<file path="src/rtl/hilo_mac_reg_pkg.sv">
// Shared command codes and FSM state type for the HI/LO register pair
// with multiply-accumulate support.
package hilo_mac_reg_pkg;

  localparam logic [2:0] HILO_OP_NOP     = 3'b000;
  localparam logic [2:0] HILO_OP_WR_BOTH = 3'b001;
  localparam logic [2:0] HILO_OP_WR_HI   = 3'b010;
  localparam logic [2:0] HILO_OP_WR_LO   = 3'b011;
  localparam logic [2:0] HILO_OP_MADD    = 3'b100;
  localparam logic [2:0] HILO_OP_MSUB    = 3'b101;

  typedef enum logic {
    ST_IDLE = 1'b0,
    ST_ACC  = 1'b1
  } hilo_state_e;

endpackage

</file>
<file path="src/rtl/hilo_mac_reg.sv">
// HI/LO special-register pair: per-half and whole-pair writes, plus a
// two-cycle multiply-accumulate/subtract that stalls upstream via busy_o.
module hilo_mac_reg
  import hilo_mac_reg_pkg::*;
#(
  parameter int DATA_W = 32
) (
  input  logic                  clk,
  input  logic                  rst,
  input  logic                  we,
  input  logic [2:0]            op,
  input  logic [DATA_W-1:0]     hi_i,
  input  logic [DATA_W-1:0]     lo_i,
  input  logic [2*DATA_W-1:0]   prod_i,
  output logic [DATA_W-1:0]     hi_o,
  output logic [DATA_W-1:0]     lo_o,
  output logic                  busy_o
);

  hilo_state_e               state_q, state_d;
  logic [DATA_W-1:0]         hi_q, hi_d;
  logic [DATA_W-1:0]         lo_q, lo_d;
  logic [2*DATA_W-1:0]       prod_q, prod_d;
  logic                      sub_q, sub_d;
  logic                      acc_cmd;

  // Modulo 2^(2*DATA_W): the carry/borrow out is simply dropped.
  function automatic logic [2*DATA_W-1:0] acc_update(
    input logic [2*DATA_W-1:0] acc,
    input logic [2*DATA_W-1:0] prod,
    input logic                sub
  );
    return sub ? (acc - prod) : (acc + prod);
  endfunction

  assign acc_cmd = we && (op == HILO_OP_MADD || op == HILO_OP_MSUB);

  always_ff @(posedge clk or posedge rst) begin
    if (rst) begin
      state_q <= ST_IDLE;
      hi_q    <= '0;
      lo_q    <= '0;
      prod_q  <= '0;
      sub_q   <= 1'b0;
    end else begin
      state_q <= state_d;
      hi_q    <= hi_d;
      lo_q    <= lo_d;
      prod_q  <= prod_d;
      sub_q   <= sub_d;
    end
  end

  always_comb begin
    state_d = state_q;
    case (state_q)
      ST_IDLE: if (acc_cmd) state_d = ST_ACC;
      ST_ACC:  state_d = ST_IDLE;
      default: state_d = ST_IDLE;
    endcase
  end

  // Commands are only decoded in IDLE; anything presented during ACC is dropped.
  always_comb begin
    hi_d   = hi_q;
    lo_d   = lo_q;
    prod_d = prod_q;
    sub_d  = sub_q;
    if (state_q == ST_ACC) begin
      {hi_d, lo_d} = acc_update({hi_q, lo_q}, prod_q, sub_q);
    end else if (we) begin
      case (op)
        HILO_OP_NOP: ;
        HILO_OP_WR_BOTH: begin
          hi_d = hi_i;
          lo_d = lo_i;
        end
        HILO_OP_WR_HI: hi_d = hi_i;
        HILO_OP_WR_LO: lo_d = lo_i;
        HILO_OP_MADD, HILO_OP_MSUB: begin
          prod_d = prod_i;
          sub_d  = (op == HILO_OP_MSUB);
        end
        default: ;
      endcase
    end
  end

  always_comb begin
    hi_o   = hi_q;
    lo_o   = lo_q;
    busy_o = (state_q == ST_ACC);
  end

endmodule

</file>
<file path="config.mk">
export PLATFORM = sky130hd
export DESIGN_NAME = hilo_mac_reg
export DESIGN_NICKNAME = d
export VERILOG_FILES = /design/src/rtl/hilo_mac_reg_pkg.sv /design/src/rtl/hilo_mac_reg.sv
export SDC_FILE = /design/constraint.sdc
export NUM_CORES = 1
export LEC_CHECK = 0
export CORE_UTILIZATION = 40
export DETAILED_ROUTE_END_ITERATION = 10
export SYNTH_ARGS = -nofsm -noshare
export SYNTH_HDL_FRONTEND = slang
export SYNTH_SLANG_ARGS = --single-unit
export TNS_END_PERCENT = 50
</file>
<file path="constraint.sdc">
create_clock -name clk -period 7.2 [get_ports clk]
set_input_delay 2.16 -clock clk [delete_from_list [all_inputs] [get_ports clk]]
set_output_delay 2.16 -clock clk [all_outputs]
set_load 0.01 [all_outputs]
</file>
==> metrics.csv, run 1 <==
metric,value,unit
status,"finished, final reports clean",
worst-r2r-cell-count,19,
power.density,484,nW/µm²
antenna_found_initial,1,
multi_input_area,7040,µm²
num_vias,9728,
io_buffers,198,
antenna_left,0,
worst-r2r-setup-slack,1.90,ns
synthesis.nets,1427,
crit_fanout,8,
drc,0,
maxSlewViolCount,0,
period_share,73.6,%
ctsResizeCount,0,
drive_above_1_share,9.89,%
postPlaceCellArea,12900,µm²
die-area,27300,µm²
ctsHtreeMaxLevel,4,
grt_max_degree,98,
final_nets,1591,
cts_tree,yes,
gp_congestion,0.930,
nFillCells,2495,
synthArstFlopShare,100,%
hold_viol,0,
rsz0062_at_grt,false,
die_width,165,µm
dpl.hpwl,26.3,mm
area_growth,27.1,%
tightest_slew,0.913,ns
yosysTopAreaCellShare,30.5,%
pre_cts_ws,2.02,ns
synth_cell_type_count,79,
numClockSinks,130,
regArea,3260,µm²
post-route-util,51.9,%
crit_required,7.50,ns
rows,59,
syn_avg_cell_area,8.67,µm²
ys_seq_area_share,30.5,%
max_freq,0.189,GHz
clock_latency,0.43,ns
vdd_ir_drop_max,0.187,mV
grt_pass1_vias,9543,
finalSetupTns,0,ns
synthesis.area,10700,µm²
detail_route.wl_per_cell,19.3,µm
numCtsBuffers,17,
whs_path_depth,1,
cp-start-kind,register,
drt_pass1_iterations,4,
fin_ws,1.90,ns
slew_headroom,39.2,%
clk_pin_slew_worst_paths,0.06,ns
skew,0.0110,ns
pin_count,199,
netlist_instances,1228,
drtIter0Drc,532,
track_usage,25.2,%
synth_ff_type,dfrtp_1,
core_area,26100,µm²
viasPerCell,5.59,
wirelength,33.7,mm
max-clock-path-buffers,2,
start_util,40.9,%
hold_buffers,0,
die_y,165,µm
grt_overflow_total,0,
post_cts_buffers,0,
synth_area_leader_cell,dfrtp_1,
crit_path_end_kind,register,
path_class,reg -> reg,
final_area,13500,µm²
max-cap-violations,0,
hold_slack,0.555,ns
hold_class,reg -> reg,
cts_root_buf,clkbuf_16,
ys_ff_latch,130,
critPathArrivalTime,5.60,ns
grt_pass1_wl,52.4,mm
p_leak,5.48,nW
synth_edf_count,0,
synth_area_leaders,"dfrtp_1 31%, ha_1 7.5%, xnor2_1 7.2%",
min_period,5.30,ns
yosys_warnings,0,
setup_viol,0,
==> cells by family (layout without fill, tap and decap cells) <==
family,count (synthesis),after routing,share of synthesized area [%]
DFF,130,130,30.5
xor gates and xnor gates,108,108,8.88
buffers and inverters,97,274,3.56
muxes,109,109,11.0
and+or+nand+nor,364,364,17.1
other,0,1,0
adders and majority gates,65,65,7.71
AOI/OAI and AO/OA,355,355,21.2
==> per-layer routing <==
layer / vias up / share of wire [%] / GRT usage (%) / wire length, µm
li1: 4834 / - / - / -
met1: 4615 / 47 / 34.4 / 15700
met2: 241 / 47 / 41.7 / 15900
met3: 38 / 4.0 / 2.90 / 1350
met4: 0 / 2.1 / 7.34 / 713
met5: - / 0 / 0 / 0
==> registers in the layout (all words and copies together) (netlist names) <==
signal  flops
sub_q       1
lo_o       32
prod_q     64
hi_o       32
busy_o      1
==> Yosys cell counts, types with 4 or more instances <==
cell type / number
a311oi_1: 4
a31oi_1: 22
a211oi_1: 22
buf_1: 9
a21o_1: 28
nand3_1: 17
and2_1: 7
o21ai_0: 84
nand4_1: 21
inv_1: 37
nor4_1: 14
nor2_1: 87
clkbuf_1: 44
o21ai_1: 8
nand2_1: 115
nor3_1: 28
ha_1: 64
a21oi_1: 118
mux2i_1: 44
or3_1: 8
mux2_2: 65
dfrtp_1: 130
and3_1: 7
xnor2_1: 88
buf_2: 6
xor2_1: 20
nor2b_1: 24
o21a_1: 7
or4_1: 4
o21bai_1: 17
==> area by class of cell <==
cell class / instances / share of cell area, %
Multi-Input combinational cell: 1001 / 52.0
Sequential cell: 130 / 24.1
Timing Repair Buffer: 205 / 15.0
Clock buffer: 19 / 3.35
Tap cell: 335 / 3.10
Clock inverter: 13 / 1.35
Inverter: 37 / 1.06
Antenna cell: 1 / 0.0185
==> stage by stage <==
step                      power (mW)  cells
after global routing            7.08   1741
after global placement          5.57   1708
after CTS                       6.56   1740
after floorplan                 4.25   1228
final                           6.55   1741
after detailed placement        5.57   1708
==> worst max-delay path, cell delays in order, from the launching register on <==
cell       delay [ns]
dfrtp_1          0.41
or4_4            0.56
nor4_4           0.32
and4bb_2         0.37
and4_4           0.29
and2_4           0.17
nand2_1          0.08
nor2_2           0.24
nor2_1           0.08
xnor2_1          0.14
ha_1             0.39
and2_1           0.20
a221oi_1         0.46
o21bai_1         0.16
a21oi_1          0.21
o21a_1           0.21
o2111ai_1        0.26
a31oi_1          0.32
xor2_1           0.20
mux2i_1          0.09
==> power by group <==
part           internal [mW]  switching (mW)
Sequential             0.988           0.307
Clock                  0.598           0.361
Combinational           1.87            2.43
==> placed cells by master (no fill, tap or decap), drive strengths merged, types with 5 or more instances in the layout <==
| cell | Yosys | routed |
|---|---|---|
| xnor2 | 88 | 88 |
| a21o | 28 | 28 |
| a31oi | 22 | 22 |
| nand3 | 17 | 17 |
| nor2b | 24 | 24 |
| and2 | 8 | 8 |
| mux2i | 44 | 44 |
| inv | 37 | 38 |
| nand2 | 116 | 116 |
| ha | 64 | 64 |
| o21ai | 94 | 94 |
| and4 | 5 | 5 |
| a211oi | 23 | 23 |
| or4 | 5 | 5 |
| buf | 16 | 7 |
| xor2 | 20 | 20 |
| o21a | 7 | 7 |
| nor4 | 16 | 16 |
| nand4 | 22 | 22 |
| o21bai | 19 | 19 |
| or3 | 8 | 8 |
| dfrtp | 130 | 130 |
| nor2 | 90 | 90 |
| and3 | 7 | 7 |
| mux2 | 65 | 65 |
| nor3 | 30 | 30 |
| clkdlybuf4s50 | 0 | 198 |
| clkbuf | 44 | 19 |
| a21oi | 118 | 118 |
==> final timing paths <==
check	from	end
setup / recovery	prod_q[0]	hi_o[27]
hold / removal	prod_q[30]	prod_q[30]
setup reg to reg	prod_q[0]	hi_o[27]
hold reg to reg	prod_q[30]	prod_q[30]
max in group asynchronous	rst	hi_o[7]
min in group asynchronous	rst	lo_o[1]
No activity file was read; power rests on OpenSTA's default activity.
==> run 2, diff against run 1 <==
clock period = 5.41 ns   (was 7.2 ns; I/O delays follow)
==> run 2 against run 1 <==
Net effect: hold slack worse by 0.021 ns; fmax is 7.0% higher; clock power grew 17%; non-clock buffer count increased by 5; cell area fell by 0.28%; combinational power increased by 34%; core utilization decreased by 0.14 points; critical endpoint is now hi_o[29].
==> metrics.csv, run 2 (synthesized netlist as in run 1, its figures left out) <==
metric,value,unit,change
hold_class,reg -> reg,,
grt-busiest-layer,met2,,
num_vias,9844,,+1.2%
grt_pass1_wl,53.3,mm,+1.8%
crit_path_end_kind,register,,
reg2reg_from,prod_q[0],,
die_y,165,µm,unchanged
track_usage,25.8,%,+0.61 points
dpl.hpwl,27.3,mm,+3.6%
use_met1,35.8,%,+1.4 points
antenna_left,0,,unchanged
clock_latency,0.44,ns,about the same
grt_overflow_total,0,,unchanged
setup_viol,0,,unchanged
ctsResizeCount,0,,unchanged
start_util,40.9,%,unchanged
cts_tree,yes,,
largest_reg_flops,64,,unchanged
rows,59,,unchanged
tightest_slew,0.642,ns,-0.270 ns
nFillCells,2482,,-0.52%
clk_pin_slew_worst_paths,0.07,ns,about the same
multi_input_area,7040,µm²,unchanged
period_share,91.5,%,+18 points
power.density,641,nW/µm²,+32%
crit_end,hi_o[29],,
numClockSinks,130,,unchanged
viasPerCell,5.64,,+0.96%
drc,0,,unchanged
final_cell_mix,"198 x clkdlybuf4s50_1, 128 x dfrtp_1, 118 x a21oi_1",,
die_width,165,µm,unchanged
hold_buffers,0,,unchanged
ctsHtreeMaxLevel,4,,unchanged
rsz0062_at_grt,false,,
area_growth,26.7,%,
core_area,26100,µm²,unchanged
final_nets,1596,,+0.31%
grt_max_degree,72,,-27%
drt_pass1_iterations,7,,+3
min_period,4.95,ns,-0.347 ns
path_class,reg -> reg,,
grt_pass1_vias,9578,,+0.37%
r2r_end,hi_o[29],,
skew,0.0183,ns,+0.00730 ns
drive_above_1_share,10.2,%,+0.32 points
status,"finished, final reports clean",,
startpoint,prod_q[0],,
crit_required,5.68,ns,-1.82 ns
drtIter0Drc,574,,+7.9%
finalSetupTns,0,ns,unchanged
max-clock-path-buffers,2,,unchanged
post_cts_buffers,0,,unchanged
regMostFlops,prod_q,,
p_leak,5.47,nW,-0.14%
worst-r2r-cell-count,20,,+1
hold_slack,0.534,ns,-0.0206 ns
use_met2,42.1,%,+0.36 points
cp-start-kind,register,,
slew_headroom,57.2,%,+18 points
gr-usage-met3,3.02,%,+0.12 points
gp_congestion,0.947,,+1.9%
max_freq,0.202,GHz,+7.0%
critPathArrivalTime,5.23,ns,-0.37 ns
diodes,0,,-1
antenna_found_initial,0,,-1
vdd_ir_drop_max,0.260,mV,+39%
worst-r2r-setup-slack,0.46,ns,-1.44 ns
crit_fanout,9,,+1
detail_route.wl_per_cell,19.9,µm,+2.9%
mostFrequentLayoutCell,clkdlybuf4s50_1,,
regArea,3260,µm²,unchanged
cts_root_buf,clkbuf_16,,
numCtsBuffers,17,,unchanged
hold_viol,0,,unchanged
wirelength,34.7,mm,+3.1%
die-area,27300,µm²,unchanged
io_buffers,198,,unchanged
maxSlewViolCount,0,,unchanged
pin_count,199,,unchanged
max-cap-violations,0,,unchanged
==> run 2: worst min path at each step <==
stage                           from          to  cells after the start
after floorplan           prod_q[63]  prod_q[63]                      1
after global placement    prod_q[63]  prod_q[63]                      1
after detailed placement  prod_q[63]  prod_q[63]                      1
after CTS                 prod_q[63]  prod_q[63]                      1
after global routing      prod_q[51]  prod_q[51]                      1
final                     prod_q[63]  prod_q[63]                      1
==> run 2: cell type report <==
class	instances	share of cell area, %
Multi-Input combinational cell	1001	52.2
Sequential cell	130	24.1
Timing Repair Buffer	210	15.4
Clock buffer	17	3.15
Tap cell	335	3.11
Inverter	37	1.07
Clock inverter	15	0.927
==> run 2: metrics by stage <==
step / instance area (µm²) / power, mW / cells / setup WS [ns] / utilization [%]
2_1_floorplan: 10700 / 5.65 / 1228 / 0.318 / -
3_3_place_gp: 12900 / 7.50 / 1713 / 0.614 / 49.7
3_5_place_dp: 12900 / 7.48 / 1713 / 0.516 / 49.7
4_1_cts: 13500 / 8.64 / 1745 / 0.494 / 51.8
5_1_grt: 13500 / 9.35 / 1745 / 0.00936 / 51.8
6_report: 13500 / 8.65 / 1745 / 0.457 / 51.8
==> run 2: layer usage <==
layer	share of wire, %	vias to the layer above
li1	-	4828
met2	47	267
met4	1.8	0
met5	0	-
met1	48	4717
met3	3.6	32
==> run 2: critical path, cell delays in order, from the launching register on <==
cell      delay [ns]
dfrtp_1         0.41
inv_1           0.08
ha_1            0.21
nand4b_1        0.29
nor3_2          0.29
nand4_1         0.31
nor2_2          0.30
nand2_1         0.16
nor4_1          0.21
nor2_1          0.08
xnor2_1         0.22
ha_1            0.38
a21oi_1         0.32
o21bai_1        0.13
a21o_1          0.23
a21o_1          0.20
a21o_1          0.18
a211oi_1        0.23
o21ai_0         0.18
o41ai_1         0.28
a41oi_1         0.08
==> run 2: report_power, final <==
group	internal, mW	switching [mW]	total, mW
logic	2.51	3.27	5.78
registers	1.31	0.434	1.75
clock network	0.599	0.521	1.12
==> run 3, diff against run 2 <==
==> constraint.sdc (replaced) <==
create_clock -name clk -period 5.41 [get_ports clk]
set_input_delay 0.8115 -clock clk [delete_from_list [all_inputs] [get_ports clk]]
set_output_delay 0.8115 -clock clk [all_outputs]
set_load 0.01 [all_outputs]
==> run 3 against run 2 <==
Net effect: non-clock buffer count did not move; sequential cell count did not move; setup slack improved by 0.019 ns; via count barely moved; power rose by 0.89%; largest power group unchanged; combinational power barely moved; hold slack barely moved; sequential power barely moved; die area did not move; cell count did not move; critical path depth fell by 1; fmax rose by 0.38%.
==> metrics.csv, run 3 (synthesized netlist as in run 1, its figures left out) <==
metric,value,unit,change
fin_cells,1745,,unchanged
start_util,40.9,%,unchanged
die_y,165,µm,unchanged
whs_path_depth,1,,unchanged
regMostFlops,prod_q,,
ctsHtreeMaxLevel,4,,unchanged
numCtsBuffers,17,,unchanged
diodes,0,,unchanged
cts_root_buf,clkbuf_16,,
worst-r2r-setup-slack,0.48,ns,+0.02 ns
hold_class,reg -> reg,,
crit_fanout,8,,-1
use_met2,41.7,%,-0.30 points
min_period,4.93,ns,-0.0189 ns
gp_congestion,0.945,,-0.21%
setup_viol,0,,unchanged
area_growth,26.9,%,
dpl.hpwl,26.8,mm,-2.0%
final_nets,1596,,unchanged
status,"finished, final reports clean",,
rows,59,,unchanged
rsz0062_at_grt,false,,
p_leak,5.49,nW,+0.33%
die_width,165,µm,unchanged
maxSlewViolCount,0,,unchanged
core_area,26100,µm²,unchanged
hold_viol,0,,unchanged
wirelength,34.4,mm,-1.0%
antenna_found_initial,0,,unchanged
crit_path_end_kind,register,,
dp_cells,1713,,unchanged
period_share,91.2,%,-0.35 points
multi_input_area,7040,µm²,unchanged
numClockSinks,130,,unchanged
grt_pass1_wl,53.1,mm,-0.41%
skew,0.0212,ns,+0.00290 ns
vdd_ir_drop_max,0.323,mV,+24%
grt-busiest-layer,met2,,
min_from,prod_q[63],,
drive_above_1_share,10.2,%,unchanged
critPathArrivalTime,5.25,ns,+0.02 ns
regArea,3260,µm²,unchanged
path_class,reg -> reg,,
min_to,prod_q[63],,
num_vias,9839,,-0.051%
r2r_end,hi_o[27],,
io_buffers,198,,unchanged
max-clock-path-buffers,2,,unchanged
tightest_slew,0.934,ns,+0.292 ns
grt_max_degree,100,,+39%
hold_buffers,0,,unchanged
grt_overflow_total,0,,unchanged
detail_route.wl_per_cell,19.7,µm,-1.0%
cts_tree,yes,,
post_cts_buffers,0,,unchanged
crit_required,5.73,ns,+0.05 ns
use_met1,35.4,%,-0.42 points
final_cell_mix,"198 x clkdlybuf4s50_1, 128 x dfrtp_1, 118 x a21oi_1",,
max_freq,0.203,GHz,+0.38%
power.density,646,nW/µm²,+0.73%
clk_pin_slew_worst_paths,0.07,ns,about the same
power.total,8.73,mW,+0.89%
largest_reg_flops,64,,unchanged
gr-usage-met3,3.27,%,+0.25 points
nFillCells,2486,,+0.16%
drc,0,,unchanged
pin_count,199,,unchanged
cp-start-kind,register,,
max-cap-violations,0,,unchanged
die-area,27300,µm²,unchanged
antenna_left,0,,unchanged
viasPerCell,5.64,,about the same
drtIter0Drc,593,,+3.3%
drt_pass1_iterations,5,,-2
track_usage,25.6,%,-0.21 points
clock_latency,0.44,ns,about the same
mostFrequentLayoutCell,clkdlybuf4s50_1,,
finalSetupTns,0,ns,unchanged
grt_pass1_vias,9491,,-0.91%
worst-r2r-cell-count,19,,-5.0%
reg2reg_from,prod_q[7],,
ctsResizeCount,0,,unchanged
slew_headroom,37.7,%,-19 points
==> run 3: cell types whose count changed in the layout (fill, tap and decap cells not counted) <==
cell and delta:
inv_8 +1, buf_4 +1, clkinvlp_4 -2, inv_6 +2
clkinv_2 -2, bufinv_16 +1, buf_12 -1
==> run 3: power breakdown <==
| group | leakage, nW | internal, mW | switching, mW |
|---|---|---|---|
| Clock | 0.286 | 0.654 | 0.536 |
| Sequential | 1.54 | 1.31 | 0.423 |
| Combinational | 3.67 | 2.51 | 3.29 |
| Total | 5.49 | 4.48 | 4.25 |
==> run 3: area by class of cell <==
cell class,instances,area share [%]
Sequential cell,130,24.1
Clock buffer,17,3.15
Tap cell,335,3.10
Clock inverter,15,1.18
Multi-Input combinational cell,1001,52.1
Inverter,37,1.06
Timing Repair Buffer,210,15.3
==> run 3: metal layers <==
layer  share of wire (%)  wire, µm
met5                   0         0
met4                 1.8       635
met3                 4.1      1410
met2                  47     16100
met1                  47     16200
==> run 3: worst max-delay path by stage <==
stage | start | end | cells after the start
6_report | prod_q[7] | hi_o[27] | 19
5_1_grt | prod_q[7] | hi_o[27] | 19
4_1_cts | prod_q[7] | hi_o[27] | 19
3_5_place_dp | prod_q[12] | hi_o[29] | 19
3_3_place_gp | prod_q[0] | hi_o[27] | 19
2_1_floorplan | rst | busy_o | 1
==> run 3: critical path, stage by stage, from the launching register on <==
cell and delay [ns]:
dfrtp_1 0.45, or4_1 0.64, nor2_1 0.17, and4bb_2 0.33
and4_4 0.28, and2_4 0.17, nand2_1 0.08, nor2_2 0.25
nor2_1 0.08, xnor2_1 0.14, ha_1 0.37, and2_1 0.19
a221oi_1 0.43, o21bai_1 0.11, a21oi_1 0.19, o21a_1 0.18
o2111ai_1 0.24, a31oi_1 0.28, xor2_1 0.16, mux2i_1 0.08
==> run 3: through the flow <==
step                      worst slack (ns)  area [µm²]  hold WS [ns]  util [%]
final                                0.476       13500         0.534      51.9
after global routing                0.0313       13500         0.567      51.9
after CTS                            0.457       13500         0.537      51.9
after detailed placement             0.488       12900         0.520      49.6
after global placement               0.544       12900         0.512      49.6
after floorplan                       1.13       10700         0.501         -
